==> src/rtl/cpu.sv <==
// Scalar CPU (R0-R7) with a 3x3 tensor core (T0-T17) that computes M0 x M1 one row per cycle into a result buffer.
// Latency: scalar, move and read ops take 1 cycle; TENSOR_CORE_OPERATE takes 3 cycles, done flag set on the row-2 edge.
// Backpressure: none. While a product is in flight, tensor-touching instructions are dropped as NOPs. Macro CPU_MUL_EN enables scalar MUL.
module cpu #(
    parameter int DATA_WIDTH = 8
) (
    input  logic                         clock_in,
    input  logic                         reset_in,
    input  logic [15:0]                  current_instruction,
    output logic signed [DATA_WIDTH-1:0] cpu_output
);

    typedef logic signed [DATA_WIDTH-1:0] word_t;

    typedef enum logic [3:0] {
        OP_ADD       = 4'b0000,
        OP_SUB       = 4'b0001,
        OP_MUL       = 4'b0010,
        OP_EQL       = 4'b0011,
        OP_GRT       = 4'b0100,
        OP_OPERATE   = 4'b0101,
        OP_LOAD      = 4'b0110,
        OP_CPU_TO_TC = 4'b0111,
        OP_TC_TO_CPU = 4'b1000,
        OP_NOP       = 4'b1001,
        OP_ADD_IMM   = 4'b1010,
        OP_MOVE_CPU  = 4'b1011,
        OP_MOVE_TC   = 4'b1100,
        OP_RESET     = 4'b1101,
        OP_READ_CPU  = 4'b1110,
        OP_READ_TC   = 4'b1111
    } opcode_t;

    localparam logic [4:0] NUM_T = 5'd18;

    word_t regs   [8];
    word_t tens   [18];
    word_t result [9];

    logic       is_tensor_core_done_with_calculation;
    logic       busy;
    logic [1:0] row_cnt;

    // Instruction fields
    opcode_t    opcode;
    logic [2:0] rd;
    logic [2:0] rs1;
    logic [2:0] rs2;
    logic [4:0] ti;
    logic [4:0] td;
    logic       load_sel;
    word_t      imm_ext;
    logic       unused_ok;

    assign opcode    = opcode_t'(current_instruction[15:12]);
    assign rd        = current_instruction[10:8];
    assign rs1       = current_instruction[6:4];
    assign rs2       = current_instruction[2:0];
    assign ti        = current_instruction[4:0];
    assign td        = current_instruction[9:5];
    assign load_sel  = current_instruction[8];
    assign imm_ext   = word_t'(signed'(current_instruction[7:0]));
    assign unused_ok = &{1'b0, current_instruction[11]};

    // Operand values; tensor indices past T17 read as zero
    word_t rs1_val;
    word_t rs2_val;
    word_t rd_val;
    word_t t_val;
    word_t eq_val;
    word_t gt_val;
    logic  td_ok;

    assign rs1_val = regs[rs1];
    assign rs2_val = regs[rs2];
    assign rd_val  = regs[rd];
    assign t_val   = (ti < NUM_T) ? tens[ti] : '0;
    assign td_ok   = (td < NUM_T);
    assign eq_val  = {{(DATA_WIDTH-1){1'b0}}, (rs1_val == rs2_val)};
    assign gt_val  = {{(DATA_WIDTH-1){1'b0}}, (rs1_val > rs2_val)};

`ifdef CPU_MUL_EN
    word_t mul_val;
    assign mul_val = rs1_val * rs2_val;
`endif

    // One row of M0 x M1 for the row the counter points at; products and sum wrap at DATA_WIDTH
    logic [3:0] row_base;
    word_t      row_val [3];

    always_comb begin
        case (row_cnt)
            2'd0:    row_base = 4'd0;
            2'd1:    row_base = 4'd3;
            default: row_base = 4'd6;
        endcase
        for (int c = 0; c < 3; c++) begin
            row_val[c] = '0;
            for (int k = 0; k < 3; k++) begin
                row_val[c] = row_val[c] + word_t'(tens[{1'b0, row_base} + 5'(k)] * tens[9 + 3*k + c]);
            end
        end
    end

    // All architectural state: reset (pin or opcode) wins, otherwise the product advances and the instruction executes
    always_ff @(posedge clock_in) begin
        if (reset_in || opcode == OP_RESET) begin
            for (int i = 0; i < 8; i++)  regs[i]   <= '0;
            for (int i = 0; i < 18; i++) tens[i]   <= '0;
            for (int i = 0; i < 9; i++)  result[i] <= '0;
            cpu_output                           <= '0;
            is_tensor_core_done_with_calculation <= 1'b0;
            busy                                 <= 1'b0;
            row_cnt                              <= 2'd0;
        end else begin
            if (busy) begin
                for (int c = 0; c < 3; c++) result[row_base + 4'(c)] <= row_val[c];
                if (row_cnt == 2'd2) begin
                    busy                                 <= 1'b0;
                    row_cnt                              <= 2'd0;
                    is_tensor_core_done_with_calculation <= 1'b1;
                end else begin
                    row_cnt <= row_cnt + 2'd1;
                end
            end

            case (opcode)
                OP_ADD:      regs[rd] <= rs1_val + rs2_val;
                OP_SUB:      regs[rd] <= rs1_val - rs2_val;
`ifdef CPU_MUL_EN
                OP_MUL:      regs[rd] <= mul_val;
`endif
                OP_EQL:      regs[rd] <= eq_val;
                OP_GRT:      regs[rd] <= gt_val;
                OP_ADD_IMM:  regs[rd] <= rd_val + imm_ext;
                OP_MOVE_CPU: regs[rd] <= rs2_val;
                OP_READ_CPU: cpu_output <= rs2_val;
                OP_OPERATE: begin
                    if (!busy) begin
                        busy                                 <= 1'b1;
                        row_cnt                              <= 2'd0;
                        is_tensor_core_done_with_calculation <= 1'b0;
                    end
                end
                OP_LOAD: begin
                    if (!busy) begin
                        for (int i = 0; i < 9; i++) begin
                            if (load_sel) tens[9 + i] <= result[i];
                            else          tens[i]     <= result[i];
                        end
                    end
                end
                OP_CPU_TO_TC: if (!busy && td_ok) tens[td] <= rs2_val;
                OP_TC_TO_CPU: if (!busy) regs[rd] <= t_val;
                OP_MOVE_TC:   if (!busy && td_ok) tens[td] <= t_val;
                OP_READ_TC:   if (!busy) cpu_output <= t_val;
                default: ;
            endcase
        end
    end

endmodule

==> config.mk <==
export PLATFORM = sky130hd
export DESIGN_NAME = cpu
export DESIGN_NICKNAME = d
export VERILOG_FILES = /design/src/rtl/cpu.sv
export SDC_FILE = /design/constraint.sdc
export NUM_CORES = 1
export LEC_CHECK = 0
export CAP_MARGIN = 10
export CORE_ASPECT_RATIO = 1.5
export CORE_UTILIZATION = 31
export CTS_BUF_LIST = sky130_fd_sc_hd__clkbuf_4
export DETAILED_ROUTE_END_ITERATION = 10
export GPL_TIMING_DRIVEN = 1
export PLACE_DENSITY = 0.45
export SYNTH_ARGS = -nofsm -noshare
export SYNTH_HDL_FRONTEND = slang
export SYNTH_SLANG_ARGS = --single-unit
==> constraint.sdc <==
create_clock -name clock_in -period 20.1 [get_ports clock_in]
set_clock_uncertainty 0.2 [all_clocks]
set_input_delay 4.02 -clock clock_in [delete_from_list [all_inputs] [get_ports clock_in]]
set_output_delay 4.02 -clock clock_in [all_outputs]
set_load 0.005 [all_outputs]
==> results of run 1 <==
==> through the flow <==
step	util, %	instances	setup WS, ps	area (um^2)
after floorplan	-	2351	11940	26000
after global placement	33.28	3419	11240	27500
after detailed placement	33.28	3419	11170	27500
after CTS	34.50	3556	11650	28510
after global routing	34.53	3561	11300	28540
final	34.53	3562	11660	28540
==> how the worst max path moves through the flow <==
stage | from | endpoint | slack, ps | cells after the start
after global routing | row_cnt[1] | result[6][7] | 11300 | 22
after floorplan | current_instruction[4] | regs[7][6] | 11940 | 15
final | row_cnt[1] | result[6][7] | 11660 | 22
after CTS | row_cnt[1] | result[6][7] | 11650 | 22
after global placement | current_instruction[0] | regs[3][6] | 11240 | 14
after detailed placement | current_instruction[0] | regs[3][6] | 11170 | 14
==> Yosys cell counts, drive strengths merged, types with 25 or more instances <==
cell type / count
mux4: 85
fa: 156
clkbuf: 73
mux2: 31
edfxtp: 294
o21ai: 40
nand2b: 36
and2: 160
xnor2: 120
inv: 274
nand2: 208
buf: 44
a21oi: 72
nor2b: 70
xor2: 25
a22o: 144
nor2: 127
mux2i: 36
ha: 184
==> per-layer routing <==
metal / vias up / global-route usage (%) / part of all wire (%) / wire length [um]
li1: 8259 / - / - / -
met1: 9315 / 23.35 / 36 / 33260
met2: 587 / 42.31 / 54 / 50560
met3: 227 / 2.391 / 3.8 / 3551
met4: 0 / 13.27 / 6.5 / 6036
met5: - / 0 / 0 / 0
==> area by class of cell <==
cell class	instances	area, um^2
Antenna cell	3	7.507
Clock buffer	104	780.7
Clock inverter	33	229.0
Fill cell	8474	54100
Inverter	276	1036
Multi-Input combinational cell	1653	15440
Sequential cell	305	9050
Tap cell	1113	1393
Timing Repair Buffer	75	605.6
==> registers in the layout, indices dropped and copies added (netlist names) <==
signal,flops
regs,64
row_cnt,2
tens,158
busy,1
cpu_output,8
result,72
==> critical path, stage by stage (launching register included) <==
cell,delay (ps)
dfxtp_2,310
buf_4,470
clkinv_1,530
mux2i_2,280
buf_4,240
nand2b_1,220
fa_1,400
fa_1,500
inv_1,60
fa_1,540
inv_1,50
fa_1,460
fa_1,540
fa_1,450
fa_1,500
inv_1,50
ha_1,300
a21oi_1,340
xnor3_1,480
xnor2_1,220
xnor3_1,530
xnor3_1,380
nor2_1,60
==> power breakdown <==
| part | switching (mW) | total (mW) | internal (mW) | leakage [nW] |
|---|---|---|---|---|
| combinational | 0.523 | 0.874 | 0.352 | 7.87 |
| sequential | 0.0462 | 0.780 | 0.734 | 3.15 |
| clock | 0.280 | 0.562 | 0.282 | 0.591 |
| total | 0.849 | 2.22 | 1.37 | 11.6 |
==> cell families (layout without fill, tap and decap cells) <==
logic type	after synthesis	count (layout)	share of synthesized area [%]
AOI/OAI and AO/OA	330	330	9.420
other	1	17	0.01445
and+or+nand+nor	663	663	12.85
muxes	152	152	10.19
xor gates and xnor gates	154	154	5.674
buffers and inverters	393	488	6.093
adders and majority gates	340	340	20.90
DFF	305	305	34.86
==> summary.md, run 1 <==
| Metric | Value |
|---|---|
| CTS resizes | 0 |
| Status | finished, final reports clean |
| Root buffer cell | clkbuf_4 |
| Slew of the pin with the lowest slew margin | between 1000 and 1500 ps |
| Yosys synthesis warning count | 0 |
| Gr usage total | between 20 and 25% |
| Flops & latches, synth | 305 |
| Clock Sinks | 305 |
| Total die area | 84,910 um^2 |
| R2R depth | 22 |
| Vias per inst | 5.162 |
| Period utilisation layout | about two fifths |
| Number of nets in the layout | between 2,000 and 3,000 |
| Wirelength per Cell | 26.22 um |
| Ratio of cells with drive above 1 in the final layout | 12.92% |
| RSZ-0062 raised after global routing | no |
| Die W | 238.3 um |
| Initial antenna violation count | 3 |
| Synth top area share | approximately 34% |
| Clk buf depth | 3 |
| TritonCTS clock tree | built |
| Vias in the first global route | a little under 20,000 |
| I/O Buffers | 24 |
| First-pass GRT wire length | 134,900 um |
| Setup TNS | 0 ps |
| Htree depth | 3 |
| # rows | 129 |
| F_max | 118.5 MHz |
| DRT iter0 DRCs | between 1,000 and 1,500 |
| Setup violations, final | 0 |
| Initial Utilization | 31.41% |
| Leakage power | around 12 nW |
| Kind of critical path | reg -> reg |
| Max Cap Viol | 0 |
| Most common cell after layout, fill and taps aside | edfxtp_1 |
| Largest net degree at the start of global routing | 54 |
| Worst Hold End | cpu_output[2] |
| Pre-antenna DRT Iters | 6 |
| R2R Path End | result[6][7] |
| CP arrival | 8750 ps |
| Via Count | 18,388 |
| Clk slew on worst S/H paths | about 70 ps |
| CP required | 20,410 ps |
| Hold WS | 258.4 ps |
| Core area | 82,640 um^2 |
| Register area share after synthesis | 34.86% |
| Maximum vdd drop | 0.00004337 V |
| Commonest cells after routing, fill and taps aside | 294 x edfxtp_1, 274 x inv_1, 208 x nand2_1 |
| Synth area leaders | edfxtp_1 34%, fa_1 12%, ha_1 8.9% |
| Post-route ant nets | 0 |
| Syn Area/Cell | 11.10 um^2 |
| PnR Total Power | approximately 2.2 mW |
| Count of final max-slew check failures | 0 |
| Worst setup EP type | flip-flop |
| Final wirelength | between 90,000 and 100,000 um |
| R2r setup slk | 11,660 ps |
| Clk Latency, worst-skew pair | 820 ps |
| CTS Buf Count | between 70 and 80 |
| Syn Inst Count | 2,338 |
| Worst Path Max Fanout | 53 |
| Power Density | 77.66 nW/um^2 |
| Post CTS Setup Buffer Count | 0 |
| Post-synth EDFFs | ~300 |
| Gpl congestion | around 0.90 |
| Tmin final | 8439 ps |
| Drt drc | 0 |
| RR Startpoint | row_cnt[1] |
| Hold_buf cts | 0 |
| DP HPWL | 71,480 um |
| Post-Syn Area | 25,950 um^2 |
| Async S/R FF share, synth | 0% |
| Synth Flop Type | edfxtp_1 |
| IO Pins | 26 |
| Die Ht | 356.4 um |
| Final Hold Fails | 0 |
| Largest area contributor in the netlist | edfxtp_1 |
| CP Launch Type | flip-flop |
| Hold depth | 2 |
| Hold Path Origin | cpu_output[2] |
| Cell variety after synth | 67 |
| Headroom to the max-slew limit | 19.27% |
| HP Class | reg -> reg |
| Remaining Overflow, GRT | 0 |
| Area grow syn2layout | 9.955% |
Note: power is estimated with default switching activity, not from simulation.
==> run 2, diff against run 1 <==
Clock period 20.1 ns to 8 ns, I/O delays scaled along.
==> run 2 against run 1 <==
First-iteration DRC count is 5.5% higher. Sequential share of layout area is 0.59 points lower. Highest routed layer unchanged. Utilization is 0.67 points higher. Via count is 2.6% higher. Fmax is 9.8% higher. Critical endpoint is now result[2][7]. Register-to-register slack worse by 11000 ps. Sequential cell count stayed put. Worst setup slack worse by 11000 ps. Combinational power grew to 2.8 times the previous value. Design area is 1.9% higher.
==> summary.md, run 2 (synthesized netlist as in run 1, its figures left out) <==
| Metric | Value |
|---|---|
| PnR Total Power | 5.733 mW (+160%) |
| Most used cell, CP | fa_1 |
| Slew of the pin with the lowest slew margin | 1107 ps (-91.27 ps) |
| Hold Path Origin | cpu_output[0] |
| RSZ-0062 raised after global routing | no |
| Wirelength per Cell | 26.20 um (about the same) |
| Maximum vdd drop | 0.0001277 V (+190%) |
| Area grow syn2layout | 12.08% |
| TritonCTS clock tree | built |
| Die Ht | 356.4 um (unchanged) |
| CP Launch Type | flip-flop |
| Reg with most FFs | tens |
| Worst setup EP type | flip-flop |
| Worst Path Max Fanout | 16 (-70%) |
| Largest registers | tens x158, result x72, regs x64 |
| # rows | 129 (unchanged) |
| Period utilisation layout | 96.03% (+54 points) |
| Commonest cells after routing, fill and taps aside | 294 x edfxtp_1, 274 x inv_1, 208 x nand2_1 |
| F_max | 130.2 MHz (+9.8%) |
| I/O Buffers | 24 (unchanged) |
| CTS Buf Count | 76 (-1.3%) |
| Worst Setup SP | row_cnt[0] |
| Leakage power | 11.93 nW (+2.8%) |
| Core area | 82,640 um^2 (unchanged) |
| Status | finished, final reports clean |
| Int Power | 3.549 mW (+160%) |
| Clk Latency, worst-skew pair | 800 ps (-20 ps) |
| Worst path max stage delay | 560 ps (+20 ps) |
| Drt drc | 0 (unchanged) |
| Final Hold Fails | 0 (unchanged) |
| Setup TNS | 0 ps (unchanged) |
| Net Sw Frac | 38.09% (-0.19 points) |
| HP Class | reg -> reg |
| Vias in the first global route | 20,082 (+1.5%) |
| Hold_buf cts | 0 (unchanged) |
| Kind of critical path | reg -> reg |
| Largest net degree at the start of global routing | 48 (-11%) |
| Clock Sinks | 305 (unchanged) |
| Clock group share of total power | 23.3% (-2.0 points) |
| Crit-path slowest cell | fa_1 |
| Clk buf depth | 3 (unchanged) |
| RR Startpoint | row_cnt[0] |
| CP arrival | 8020 ps (-730 ps) |
| Gate power share | 42.6% (+3.1 points) |
| Max Cap Viol | 0 (unchanged) |
| Htree depth | 3 (unchanged) |
| CP required | 8340 ps (-12,070 ps) |
| Total die area | 84,910 um^2 (unchanged) |
| Vias per inst | 5.217 (+1.1%) |
| Tmin final | 7682 ps (-756.2 ps) |
| IO Pins | 26 (unchanged) |
| Root buffer cell | clkbuf_4 |
| Post-route ant nets | 0 (unchanged) |
| Clk slew on worst S/H paths | 70 ps (about the same) |
| First-pass GRT wire length | 137,000 um (+1.6%) |
| Setup violations, final | 0 (unchanged) |
| Gr usage total | 22.55% (+0.30 points) |
| Remaining Overflow, GRT | 0 (unchanged) |
| Flop pwr share | 34.1% (-1.1 points) |
| Initial Utilization | 31.41% (unchanged) |
| Via Count | 18,866 (+2.6%) |
| Pre-antenna DRT Iters | 5 (-1) |
| DRT iter0 DRCs | 1,411 (+5.5%) |
| Number of nets in the layout | 2,804 (+2.1%) |
| Largest register FFs | 158 (unchanged) |
| Gpl congestion | 0.9299 (+3.6%) |
| Headroom to the max-slew limit | 25.42% (+6.1 points) |
| Final wirelength | 94,740 um (+1.4%) |
| P_sw | 2.184 mW (+160%) |
| Power Density | 197.1 nW/um^2 (+150%) |
| DP HPWL | 75,170 um (+5.2%) |
| Count of final max-slew check failures | 0 (unchanged) |
| Initial antenna violation count | 3 (unchanged) |
| Most common cell after layout, fill and taps aside | edfxtp_1 |
| Die W | 238.3 um (unchanged) |
| Ratio of cells with drive above 1 in the final layout | 15.01% (+2.1 points) |
## run 2: path summary, 6_finish.rpt
kind	to	slack, ps	cells past startpoint
worst max register to register	result[2][7]	320	28
worst min-delay path	cpu_output[0]	250	2
worst min register to register	cpu_output[0]	250	2
worst max-delay path	result[2][7]	320	28
## run 2: cell type report
class                           count  area (um^2)
Multi-Input combinational cell   1653        15470
Fill cell                        8447        53550
Inverter                          276         1036
Clock inverter                     29        175.2
Sequential cell                   305         9052
Timing Repair Buffer              134         1187
Antenna cell                        5        12.51
Tap cell                         1113         1393
Clock buffer                      101        758.2
## run 2: metrics by stage
step	util [%]	hold WS, ps	cell area, um^2	worst slack, ps	cells
5_1_grt	35.20	277.4	29090	13.13	3615
2_1_floorplan	-	248.3	26000	593.9	2351
4_1_cts	35.12	259.3	29020	112.8	3607
6_report	35.20	254.8	29090	317.7	3616
3_5_place_dp	33.98	249.4	28080	31.78	3477
3_3_place_gp	33.98	249.3	28080	86.58	3477
## run 2: layer usage
metal | global-route usage, % | up-vias | wire length (um)
li1 | - | 8368 | -
met1 | 22.88 | 9589 | 32850
met2 | 43.41 | 660 | 51700
met3 | 2.344 | 249 | 3361
met4 | 14.49 | 0 | 6833
met5 | 0 | - | 0
## run 2: power by group through the flow
stage,Sequential (mW),Clock (mW),Combinational (mW)
after floorplan,1.91,0,1.48
after global placement,1.98,0,2.44
after detailed placement,1.99,0,2.44
after CTS,1.95,1.37,2.47
after global routing,1.96,1.42,2.67
final,1.95,1.33,2.44
## run 2: repair_timing
| action | CTS | global route |
|---|---|---|
| setup buffers | 0 | 1 |
| pin swaps | 0 | 2 |
| gates resized for setup | 1 | 7 |
| setup endpoints to repair | 1 | 9 |
## run 2: critical path: cells and delay by family (launching register included)
kind | cells | cell delay [ps]
adder cells (fa/ha/maj) | 8 | 3470
buffers and inverters | 9 | 1210
XOR/XNOR | 5 | 1210
AO/OA/AOI/OAI | 3 | 460
flip-flops | 1 | 390
multiplexers | 1 | 320
AND/OR/NAND/NOR | 2 | 140
==> run 3, diff against run 2 <==
--- a/config.mk
+++ b/config.mk
@@ -11,5 +11,5 @@
 export CTS_BUF_LIST = sky130_fd_sc_hd__clkbuf_4
 export DETAILED_ROUTE_END_ITERATION = 10
-export GPL_TIMING_DRIVEN = 1
+export GPL_TIMING_DRIVEN = 0
 export PLACE_DENSITY = 0.45
 export SYNTH_ARGS = -nofsm -noshare
==> constraint.sdc (replaced) <==
create_clock -name clock_in -period 10 [get_ports clock_in]
set_clock_uncertainty 0.2 [all_clocks]
set_input_delay 2.5 -clock clock_in [delete_from_list [all_inputs] [get_ports clock_in]]
set_output_delay 2.5 -clock clock_in [all_outputs]
set_load 0.005 [all_outputs]
==> run 3 against run 2 <==
Fmax is 16% lower. Non-clock buffer count is 13 higher. Design area is 1.4% lower. Clock-buffer cell count is 4 higher. Global-route usage is 2.3 points higher. Utilization is 0.51 points lower. Via count is 0.97% higher. Worst setup slack better by 510 ps. Sequential power is 19% lower. Hold slack better by 14 ps. Wire length is 10% higher.
==> summary.md, run 3 (synthesized netlist as in run 1, its figures left out) <==
| Metric | Value |
|---|---|
| Hold_buf cts | 0 (unchanged) |
| Drt drc | 0 (unchanged) |
| CTS Buf Count | 75 (-1.3%) |
| Vias in the first global route | 20,472 (+1.9%) |
| Largest register FFs | 158 (unchanged) |
| Worst Hold End | cpu_output[5] |
| Tmin final | 9170 ps (+1487 ps) |
| CP required | 10,330 ps (+1990 ps) |
| Root buffer cell | clkbuf_4 |
| Ratio of cells with drive above 1 in the final layout | 11.91% (-3.1 points) |
| Worst Setup SP | row_cnt[0] |
| Maximum vdd drop | 0.0001294 V (+1.4%) |
| Period utilisation layout | 91.70% (-4.3 points) |
| Clock Sinks | 305 (unchanged) |
| Largest registers | tens x158, result x72, regs x64 |
| Most used routing layer in global routing | met2 |
| Final wirelength | 104,500 um (+10%) |
| Power Density | 158.5 nW/um^2 (-20%) |
| Clk Latency, worst-skew pair | 840 ps (+40 ps) |
| PnR Total Power | 4.543 mW (-21%) |
| DRT iter0 DRCs | 1,481 (+5.0%) |
| Hold depth | 2 (unchanged) |
| Post-layout util | 34.69% (-0.51 points) |
| Headroom to the max-slew limit | 7.340% (-18 points) |
| Count of final max-slew check failures | 0 (unchanged) |
| Leakage power | 11.65 nW (-2.4%) |
| Worst Path Max Fanout | 10 (-6) |
| Clk slew on worst S/H paths | 70 ps (about the same) |
| R2r setup slk | 830 ps (+510 ps) |
| Post-route ant nets | 0 (unchanged) |
| Number of nets in the layout | 2,816 (+0.43%) |
| Slew of the pin with the lowest slew margin | 1390 ps (+282.8 ps) |
| TritonCTS clock tree | built |
| Via Count | 19,049 (+0.97%) |
| Vias per inst | 5.252 (+0.66%) |
| First-pass GRT wire length | 147,500 um (+7.6%) |
| Kind of critical path | reg -> reg |
| DP HPWL | 85,390 um (+14%) |
| Grt met2 use | 46.24% (+2.8 points) |
| Initial antenna violation count | 6 (+3) |
| IO Pins | 26 (unchanged) |
| Total die area | 84,910 um^2 (unchanged) |
| Pre-antenna DRT Iters | 6 (+1) |
| I/O Buffers | 20 (-17%) |
| Die Ht | 356.4 um (unchanged) |
| Post-route insts no fill | 3,627 (+0.30%) |
| Die W | 238.3 um (unchanged) |
| Remaining Overflow, GRT | 0 (unchanged) |
| Status | finished, final reports clean |
| CP arrival | 9500 ps (+1480 ps) |
| Commonest cells after routing, fill and taps aside | 294 x edfxtp_1, 274 x inv_1, 208 x nand2_1 |
| Gr usage total | 24.89% (+2.3 points) |
| Initial Utilization | 31.41% (unchanged) |
| Area grow syn2layout | 10.45% |
| RSZ-0062 raised after global routing | no |
| Most common cell after layout, fill and taps aside | edfxtp_1 |
| HP Class | reg -> reg |
| Met3 usage | 3.010% (+0.67 points) |
| Worst setup EP type | flip-flop |
| Max Cap Viol | 0 (unchanged) |
| Largest net degree at the start of global routing | 13 (-73%) |
| Core area | 82,640 um^2 (unchanged) |
| CTS resizes | 0 (-1) |
| R2R depth | 26 (-7.1%) |
| Wirelength per Cell | 28.81 um (+10%) |
| Post CTS Setup Buffer Count | 0 (unchanged) |
| Setup TNS | 0 ps (unchanged) |
| RR Startpoint | row_cnt[0] |
| Reg with most FFs | tens |
| Setup violations, final | 0 (unchanged) |
| F_max | 109.1 MHz (-16%) |
| Hold Path Origin | cpu_output[5] |
| Inst Count DP | 3,489 (+0.35%) |
| CP Launch Type | flip-flop |
| Htree depth | 3 (unchanged) |
| M1 GR Usage | 24.25% (+1.4 points) |
| # rows | 129 (unchanged) |
| Gpl congestion | 0.9604 (+3.3%) |
| Clk buf depth | 3 (unchanged) |
| R2R Path End | result[6][7] |
| Final Hold Fails | 0 (unchanged) |
-- run 3: cell types whose count changed in the layout (fill, tap and decap cells not counted), moves of 5 or more --
cell      previous run  this run
clkbuf_1             0        72
clkbuf_4           101       109
buf_2                5        18
buf_4               96        19
a21oi_4              5         0
a21oi_2              2         7
buf_12              11         0
buf_1                0        10
-- run 3: power breakdown --
group	switching (mW)	internal, mW	leakage (nW)
Combinational	1.13	0.708	7.91
Clock	0.566	0.568	0.584
Sequential	0.0915	1.47	3.15
Total	1.79	2.75	11.7
-- run 3: metal layers --
metal | up-vias | part of all wire [%] | wire (um)
li1 | 8387 | - | -
met1 | 9531 | 33 | 34950
met2 | 776 | 53 | 54880
met3 | 353 | 3.8 | 4013
met4 | 2 | 10 | 10630
met5 | - | 0.013 | 14
-- run 3: metrics by stage --
stage	setup slack (ps)	hold WS (ps)	cell area, um^2
floorplan	2594	248.3	26000
global placement	654.8	272.3	27600
detailed placement	780.5	272.7	27640
CTS	732.3	281.1	28630
global route	526.3	291.7	28670
finish	830.3	268.4	28670
-- run 3: layout make-up --
class,count,area (um^2)
tap,1113,1393
buffer,117,545.5
antenna,3,7.507
sequential,305,9049
fill,8511,53970
inverter,276,1036
multi-input combinational,1653,15380
timing repair buffer,30,270.3
clock buffer,105,788.3
clock inverter,25,201.4
-- run 3: worst max path at each step --
stage          depth (start not counted)  slack, ps            to
5_1_grt                               26        530  result[3][7]
6_report                              26        830  result[6][7]
4_1_cts                               26        730  result[0][7]
2_1_floorplan                         26       2590  result[3][7]
3_3_place_gp                          23        650  result[3][7]
3_5_place_dp                          26        780  result[0][7]
-- run 3: worst max-delay path, stage by stage (launching register included) --
cell,delay [ps]
dfxtp_1,330
buf_6,180
buf_4,260
mux2i_1,120
o21ai_1,840
clkbuf_1,590
nand2_1,170
fa_1,560
inv_1,50
fa_1,470
inv_1,60
fa_1,540
inv_1,50
fa_1,480
fa_1,530
fa_1,500
inv_1,50
fa_1,490
inv_1,50
ha_1,310
a21o_1,200
a21oi_1,300
xnor3_1,480
xnor2_1,210
xnor3_1,440
xnor3_1,350
nor2_1,70
